--- config.mk ---
export PLATFORM = sky130hd
export DESIGN_NAME = cam_dvp_pattern_gen
export DESIGN_NICKNAME = d
export VERILOG_FILES = /design/src/rtl/cam_pkg.sv /design/src/rtl/cam_pclk_div.sv /design/src/rtl/cam_dvp_pattern_gen.sv
export SDC_FILE = /design/constraint.sdc
export NUM_CORES = 1
export LEC_CHECK = 0
export ABC_AREA = 1
export CAP_MARGIN = 30
export CORE_MARGIN = 4
export CORE_UTILIZATION = 50
export CTS_CLUSTER_SIZE = 16
export DETAILED_ROUTE_END_ITERATION = 6
export PLACE_DENSITY = 0.71
export SKIP_LAST_GASP = 1
export SLEW_MARGIN = 20
export SYNTH_ARGS = -nofsm -noshare
export SYNTH_HDL_FRONTEND = slang
export SYNTH_SLANG_ARGS = --single-unit
--- constraint.sdc ---
create_clock -name i_board_clk -period 5.5 [get_ports i_board_clk]
set_input_delay 0.55 -clock i_board_clk [delete_from_list [all_inputs] [get_ports i_board_clk]]
set_output_delay 0.55 -clock i_board_clk [all_outputs]
set_load 0.02 [all_outputs]
--- src/rtl/cam_pkg.sv ---
// Shared types and helpers for the DVP camera pattern source.
package cam_pkg;

  typedef enum logic [2:0] {
    ST_IDLE   = 3'd0,
    ST_VSYNC  = 3'd1,
    ST_VBACK  = 3'd2,
    ST_ACTIVE = 3'd3,
    ST_VFRONT = 3'd4
  } cam_state_e;

  typedef enum logic [1:0] {
    PAT_CONST   = 2'd0,
    PAT_HRAMP   = 2'd1,
    PAT_VBARS   = 2'd2,
    PAT_CHECKER = 2'd3
  } cam_pattern_e;

  // Takes only gray[7:2]; the two LSBs never reach any RGB565 channel.
  function automatic logic [15:0] gray_to_rgb565(input logic [7:2] gray_hi);
    return {gray_hi[7:3], gray_hi[7:2], gray_hi[7:3]};
  endfunction

endpackage

--- src/rtl/cam_pclk_div.sv ---
// Free-running PCLK divider with a strobe on the board cycle where PCLK falls.
module cam_pclk_div #(
  parameter int unsigned PCLK_DIV = 2
) (
  input  logic clk,
  input  logic rst,
  output logic pclk,
  output logic fall_stb
);

  localparam int unsigned CNT_W = (PCLK_DIV > 1) ? $clog2(PCLK_DIV) : 1;

  logic [CNT_W-1:0] cnt_q;
  logic             tick;

  assign tick     = (32'(cnt_q) == PCLK_DIV - 1);
  assign fall_stb = tick & pclk;

  always_ff @(posedge clk) begin
    if (rst) begin
      cnt_q <= '0;
      pclk  <= 1'b0;
    end else if (tick) begin
      cnt_q <= '0;
      pclk  <= ~pclk;
    end else begin
      cnt_q <= cnt_q + CNT_W'(1);
    end
  end

endmodule

--- src/rtl/cam_dvp_pattern_gen.sv ---
// DVP camera source: full frames with blanking and selectable test patterns.
module cam_dvp_pattern_gen
  import cam_pkg::*;
#(
  parameter int unsigned ACT_W     = 640,
  parameter int unsigned ACT_H     = 480,
  parameter int unsigned BPP       = 2,
  parameter int unsigned H_BLANK   = 144,
  parameter int unsigned VS_LINES  = 3,
  parameter int unsigned V_BACK    = 17,
  parameter int unsigned V_FRONT   = 10,
  parameter int unsigned PCLK_DIV  = 2,
  parameter logic [7:0]  CONST_VAL = 8'd8
) (
  input  logic        i_board_clk,
  input  logic        i_rst,
  input  logic        i_enable,
  input  logic [1:0]  i_pattern,
  output logic        o_cam_pclk,
  output logic        o_cam_vsync,
  output logic        o_cam_href,
  output logic [7:0]  o_cam_data,
  output logic        o_frame_done,
  output logic [15:0] o_frame_cnt
);

  localparam int unsigned ACT_BYTES = ACT_W * BPP;
  localparam int unsigned LINE      = ACT_BYTES + H_BLANK;
  localparam int unsigned COL_W     = (LINE > 1) ? $clog2(LINE) : 1;
  localparam int unsigned ROW_W     = 16;

  // Zero-length phases are skipped; ST_IDLE here marks "frame finished".
  localparam cam_state_e AFTER_ACT = (V_FRONT > 0) ? ST_VFRONT : ST_IDLE;
  localparam cam_state_e AFTER_VB  = (ACT_H > 0)   ? ST_ACTIVE : AFTER_ACT;
  localparam cam_state_e AFTER_VS  = (V_BACK > 0)  ? ST_VBACK  : AFTER_VB;
  localparam cam_state_e FIRST_ST  = (VS_LINES > 0) ? ST_VSYNC : AFTER_VS;

  function automatic int unsigned state_len(input cam_state_e s);
    case (s)
      ST_VSYNC:  return VS_LINES;
      ST_VBACK:  return V_BACK;
      ST_ACTIVE: return ACT_H;
      ST_VFRONT: return V_FRONT;
      default:   return 1;
    endcase
  endfunction

  function automatic cam_state_e next_run(input cam_state_e s);
    case (s)
      ST_VSYNC:  return AFTER_VS;
      ST_VBACK:  return AFTER_VB;
      ST_ACTIVE: return AFTER_ACT;
      default:   return ST_IDLE;
    endcase
  endfunction

  logic fall_stb;

  cam_pclk_div #(
    .PCLK_DIV (PCLK_DIV)
  ) u_pclk_div (
    .clk      (i_board_clk),
    .rst      (i_rst),
    .pclk     (o_cam_pclk),
    .fall_stb (fall_stb)
  );

  cam_state_e       state_q, state_d;
  cam_pattern_e     pat_q, pat_d;
  logic [COL_W-1:0] col_q, col_d;
  logic [ROW_W-1:0] row_q, row_d;
  logic             frame_end, frame_start;

  logic [8:0]  col_ext;
  logic [7:0]  x8;
  logic [7:0]  pix;
  logic [15:0] rgb;
  logic [7:0]  pix_byte;
  logic        vsync_d, href_d;
  logic [7:0]  data_d;

  // Next-state: timing advances one PCLK period per falling strobe.
  always_comb begin
    state_d     = state_q;
    col_d       = col_q;
    row_d       = row_q;
    pat_d       = pat_q;
    frame_end   = 1'b0;
    frame_start = 1'b0;
    if (state_q == ST_IDLE) begin
      if (i_enable) begin
        state_d     = FIRST_ST;
        frame_start = 1'b1;
      end
    end else if (col_q == COL_W'(LINE - 1)) begin
      col_d = '0;
      if (32'(row_q) == state_len(state_q) - 1) begin
        row_d   = '0;
        state_d = next_run(state_q);
        if (state_d == ST_IDLE) begin
          frame_end = 1'b1;
          if (i_enable) begin
            state_d     = FIRST_ST;
            frame_start = 1'b1;
          end
        end
      end else begin
        row_d = row_q + ROW_W'(1);
      end
    end else begin
      col_d = col_q + COL_W'(1);
    end
    if (frame_start) pat_d = cam_pattern_e'(i_pattern);
  end

  // Outputs decoded from the next timing position so they register together.
  always_comb begin
    col_ext = 9'(col_d);
    x8      = (BPP == 2) ? col_ext[8:1] : col_ext[7:0];
    case (pat_d)
      PAT_CONST: pix = CONST_VAL;
      PAT_HRAMP: pix = x8;
      PAT_VBARS: pix = x8[5] ? 8'hFF : 8'h00;
      default:   pix = (x8[4] ^ row_d[4]) ? 8'hFF : 8'h00;
    endcase
    rgb = gray_to_rgb565(pix[7:2]);
    if (BPP == 2) pix_byte = col_d[0] ? rgb[7:0] : rgb[15:8];
    else          pix_byte = pix;
    vsync_d = (state_d == ST_VSYNC);
    href_d  = (state_d == ST_ACTIVE) && (32'(col_d) < ACT_BYTES);
    data_d  = href_d ? pix_byte : 8'h00;
  end

  // Register stage: everything except the done pulse moves on the PCLK fall.
  always_ff @(posedge i_board_clk) begin
    if (i_rst) begin
      state_q      <= ST_IDLE;
      pat_q        <= PAT_CONST;
      col_q        <= '0;
      row_q        <= '0;
      o_cam_vsync  <= 1'b0;
      o_cam_href   <= 1'b0;
      o_cam_data   <= 8'h00;
      o_frame_done <= 1'b0;
      o_frame_cnt  <= 16'h0000;
    end else begin
      o_frame_done <= fall_stb & frame_end;
      if (fall_stb) begin
        state_q     <= state_d;
        pat_q       <= pat_d;
        col_q       <= col_d;
        row_q       <= row_d;
        o_cam_vsync <= vsync_d;
        o_cam_href  <= href_d;
        o_cam_data  <= data_d;
        if (frame_end) o_frame_cnt <= o_frame_cnt + 16'd1;
      end
    end
  end

endmodule

==> summary.md <==
| Metric | Value |
|---|---|
| Status | `finished, final reports clean` |
| Die width | `92.5 um` |
| Worst Setup SP | `state_q[2]$_SDFFE_PP0P_` |
| Die Y | `92.5 um` |
| Clk_lat worst skew | `0.33 ns` |
| First-pass GRT wire length | `13.5 mm` |
| CTS clk-pin slew, worst paths | `0.06 ns` |
| Clock Skew | `0.00729 ns` |
| # Post-CTS Setup Buffers | `0` |
| Clock Path Buffers | `2` |
| Gr ovfl total | `0` |
| Max_slew headroom | `0.489` |
| Layout cells sized above 1 | `0.0880` |
| CTS Sinks | `61` |
| Worst r2r src | `state_q[2]$_SDFFE_PP0P_` |
| Total power divided by cell area | `207 nW/um^2` |
| Post-DP HPWL | `6.01 mm` |
| Finish-stage setup viols | `0` |
| Hold Vio Cnt, Final | `0` |
| Final routed DRC violation total | `0` |
| CP max FO | `12` |
| Root Buffer | `clkbuf_8` |
| Critical path data required time | `5.73 ns` |
| Worst slew pin tran | `0.762 ns` |
| Post-route core utilization | `0.604` |
| Warning count from the yosys run | `0` |
| Antenna violations before repair | `0` |
| Post-layout min period | `3.67 ns` |
| Iteration-0 DRC Markers | `198` |
| Routability cong. | `0.881` |
| Setup CP Type | `reg -> reg` |
| Mapped Cells | `520` |
| Routed WL | `7.85 mm` |
| Post-cts sizing count | `0` |
| Final Max Slew Viols | `0` |
| I/O pins | `33` |
| DR vias | `3,320` |
| EDFF count, synth | `0` |
| Hold WC Path Type | `reg -> reg` |
| Crit end category | `flip-flop` |
| F_max | `0.273 GHz` |
| CTS Buf Count | `9` |
| Ys flop type | `dfxtp_1` |
| Core footprint | `6870 um^2` |
| Largest net degree at the start of global routing | `19` |
| Area Growth Syn to Fin | `16.1%` |
| Seq/Total Area, Yosys | `0.342` |
| Via/cell ratio | `5.08` |
| Synth async-reset ratio | `0` |
| Hold path start | `u_pclk_div.cnt_q$_SDFF_PP0_` |
| Row cnt | `30` |
| DR WL/cell | `12.0 um` |
| Crit path DAT | `3.89 ns` |
| Vias in the first global route | `2,945` |
| N_diodes | `0` |
| Avg Cell Area, Syn | `6.87 um^2` |
| Max_cap viols | `0` |
| Post-Syn Area | `3570 um^2` |
| Syn nets | `534` |
| LEAKAGE | `1.72 nW` |
| Seq cells post-synth | `61` |
| CTS Hold Bufs | `0` |
| Post-route ant nets | `0` |
| Synth cell types | `41` |
| GRT Total Usage | `0.193` |
| H-Tree Depth | `3` |
| Setup TNS | `0 ns` |
| Initial core utilization | `0.520` |
| I/O Buffers | `32` |
| TritonRoute pass-1 iters | `5` |
| Unrepaired setup endpoints after global routing | `false` |
| TritonCTS clock tree | `yes` |
| Max VDD drop | `0.113 mV` |
| Die ar. | `8560 um^2` |
| Fin nets | `567` |
| Tcrit/Tclk final | `0.667` |
| Worst setup SP type | `flip-flop` |
==> worst paths after layout <==
path	end	cells past startpoint	slack, ns
max reg2reg	o_frame_cnt[14]$_SDFFE_PP0P_	20	1.83
max	o_frame_cnt[14]$_SDFFE_PP0P_	20	1.83
min	u_pclk_div.cnt_q$_SDFF_PP0_	1	0.45
min reg2reg	u_pclk_div.cnt_q$_SDFF_PP0_	1	0.45
==> Yosys cell counts, types with 2 or more instances <==
master / number / area share
nand2_1: 129 / 0.14
inv_1: 69 / 0.073
dfxtp_1: 61 / 0.34
nor2_1: 50 / 0.053
nand3_1: 31 / 0.043
o21ai_0: 24 / 0.034
a21oi_1: 23 / 0.032
nor3_1: 18 / 0.025
xor2_1: 15 / 0.037
nand4_1: 11 / 0.019
o22ai_1: 11 / 0.019
ha_1: 9 / 0.032
clkbuf_1: 7 / 0.0074
nand3_2: 7 / 0.020
o21ai_1: 7 / 0.0098
nand2_4: 5 / 0.016
nor4_1: 4 / 0.0070
nand3b_1: 3 / 0.0063
nor2_2: 3 / 0.0053
nor2_4: 3 / 0.0095
nor3_4: 3 / 0.014
a211oi_1: 2 / 0.0042
buf_2: 2 / 0.0028
buf_6: 2 / 0.0063
inv_2: 2 / 0.0021
nand2_2: 2 / 0.0035
nor3_2: 2 / 0.0056
nor3b_1: 2 / 0.0042
==> kinds of logic (layout without fill, tap and decap cells) <==
logic type,after synthesis,after routing,share of synthesized area
AO/OA/AOI/OAI,73,73,0.112
XOR/XNOR,16,16,0.0392
adder cells (fa/ha/maj),9,9,0.0315
buffers and inverters,84,121,0.0942
flip-flops,61,61,0.342
AND/OR/NAND/NOR,277,277,0.381
==> cells in the final DEF, fill, tap and decap left out, types with 2 or more instances in the layout <==
master           count
nand2_4              5
inv_2                2
nor3_4               3
o21ai_1              7
nand3_1             31
o22ai_1             11
clkbuf_8            12
nand3_2              7
nand2_1            129
xor2_1              15
nor4_1               4
o21ai_0             24
nand2_2              2
inv_1               69
nor2_2               3
clkinv_2             2
a211oi_1             2
nand4_1             11
nand3b_1             3
nor2_1              50
nor3_1              18
dfxtp_1             61
nor3_2               2
clkinvlp_4           2
nor2_4               3
nor3b_1              2
ha_1                 9
clkdlybuf4s50_1     32
a21oi_1             23
==> registers in the layout, summed over array words and instances (netlist names), named ones only <==
| name | flops |
|---|---|
| o_frame_cnt | 16 |
| row_q | 16 |
| col_q | 9 |
| o_cam_data | 8 |
| state_q | 3 |
| pat_q | 2 |
| o_cam_href | 1 |
| o_cam_vsync | 1 |
| o_frame_done | 1 |
| u_pclk_div.cnt_q | 1 |
| u_pclk_div.pclk | 1 |
==> cell type report <==
cell class                      instances  area, um^2
Sequential cell                        61        1220
Multi-Input combinational cell        375        2010
Inverter                               73         278
Clock buffer                           12         165
Timing Repair Buffer                   33         328
Fill cell                             671        2720
Clock inverter                          3        20.0
Tap cell                               96         120
==> metal layers <==
layer / part of all wire / global-route usage / vias to the layer above
met3: 0.039 / 0.0292 / 4
met4: 0.0064 / 0.0730 / 0
li1: - / - / 1768
met2: 0.45 / 0.302 / 68
met1: 0.51 / 0.267 / 1480
met5: 0 / 0 / -
==> metrics by stage <==
stage,cells,setup WS [ns],instance area (um^2),total power (W),hold slack [ns]
floorplan,520,2.53,3570,0.000490,0.413
global placement,638,2.02,3960,0.000502,0.422
detailed placement,638,1.87,3960,0.000503,0.433
CTS,653,1.85,4150,0.000874,0.455
global route,653,1.39,4150,0.000899,0.469
finish,653,1.83,4150,0.000859,0.447
==> worst max-delay path, stage by stage (launching register included) <==
cell and delay [ns]:
dfxtp_1 0.65, inv_4 0.09, nand3_2 0.17, nand2_2 0.09
ha_1 0.24, ha_1 0.23, nand2_1 0.10, inv_1 0.05
ha_1 0.28, xor2_1 0.15, nand3_1 0.10, nor2_2 0.17
nand3_2 0.18, clkinv_2 0.14, nand3_4 0.16, nor3_4 0.27
nand3_2 0.14, nor3_2 0.17, nand2_1 0.07, nand2_1 0.06
nor2_1 0.04
==> where the power goes <==
| group | switching (W) | internal, W |
|---|---|---|
| registers | 0.00000185 | 0.000444 |
| clock network | 0.000169 | 0.000197 |
| logic | 0.0000329 | 0.0000147 |
| total | 0.000203 | 0.000656 |
Note: power is estimated with default switching activity, not from simulation.
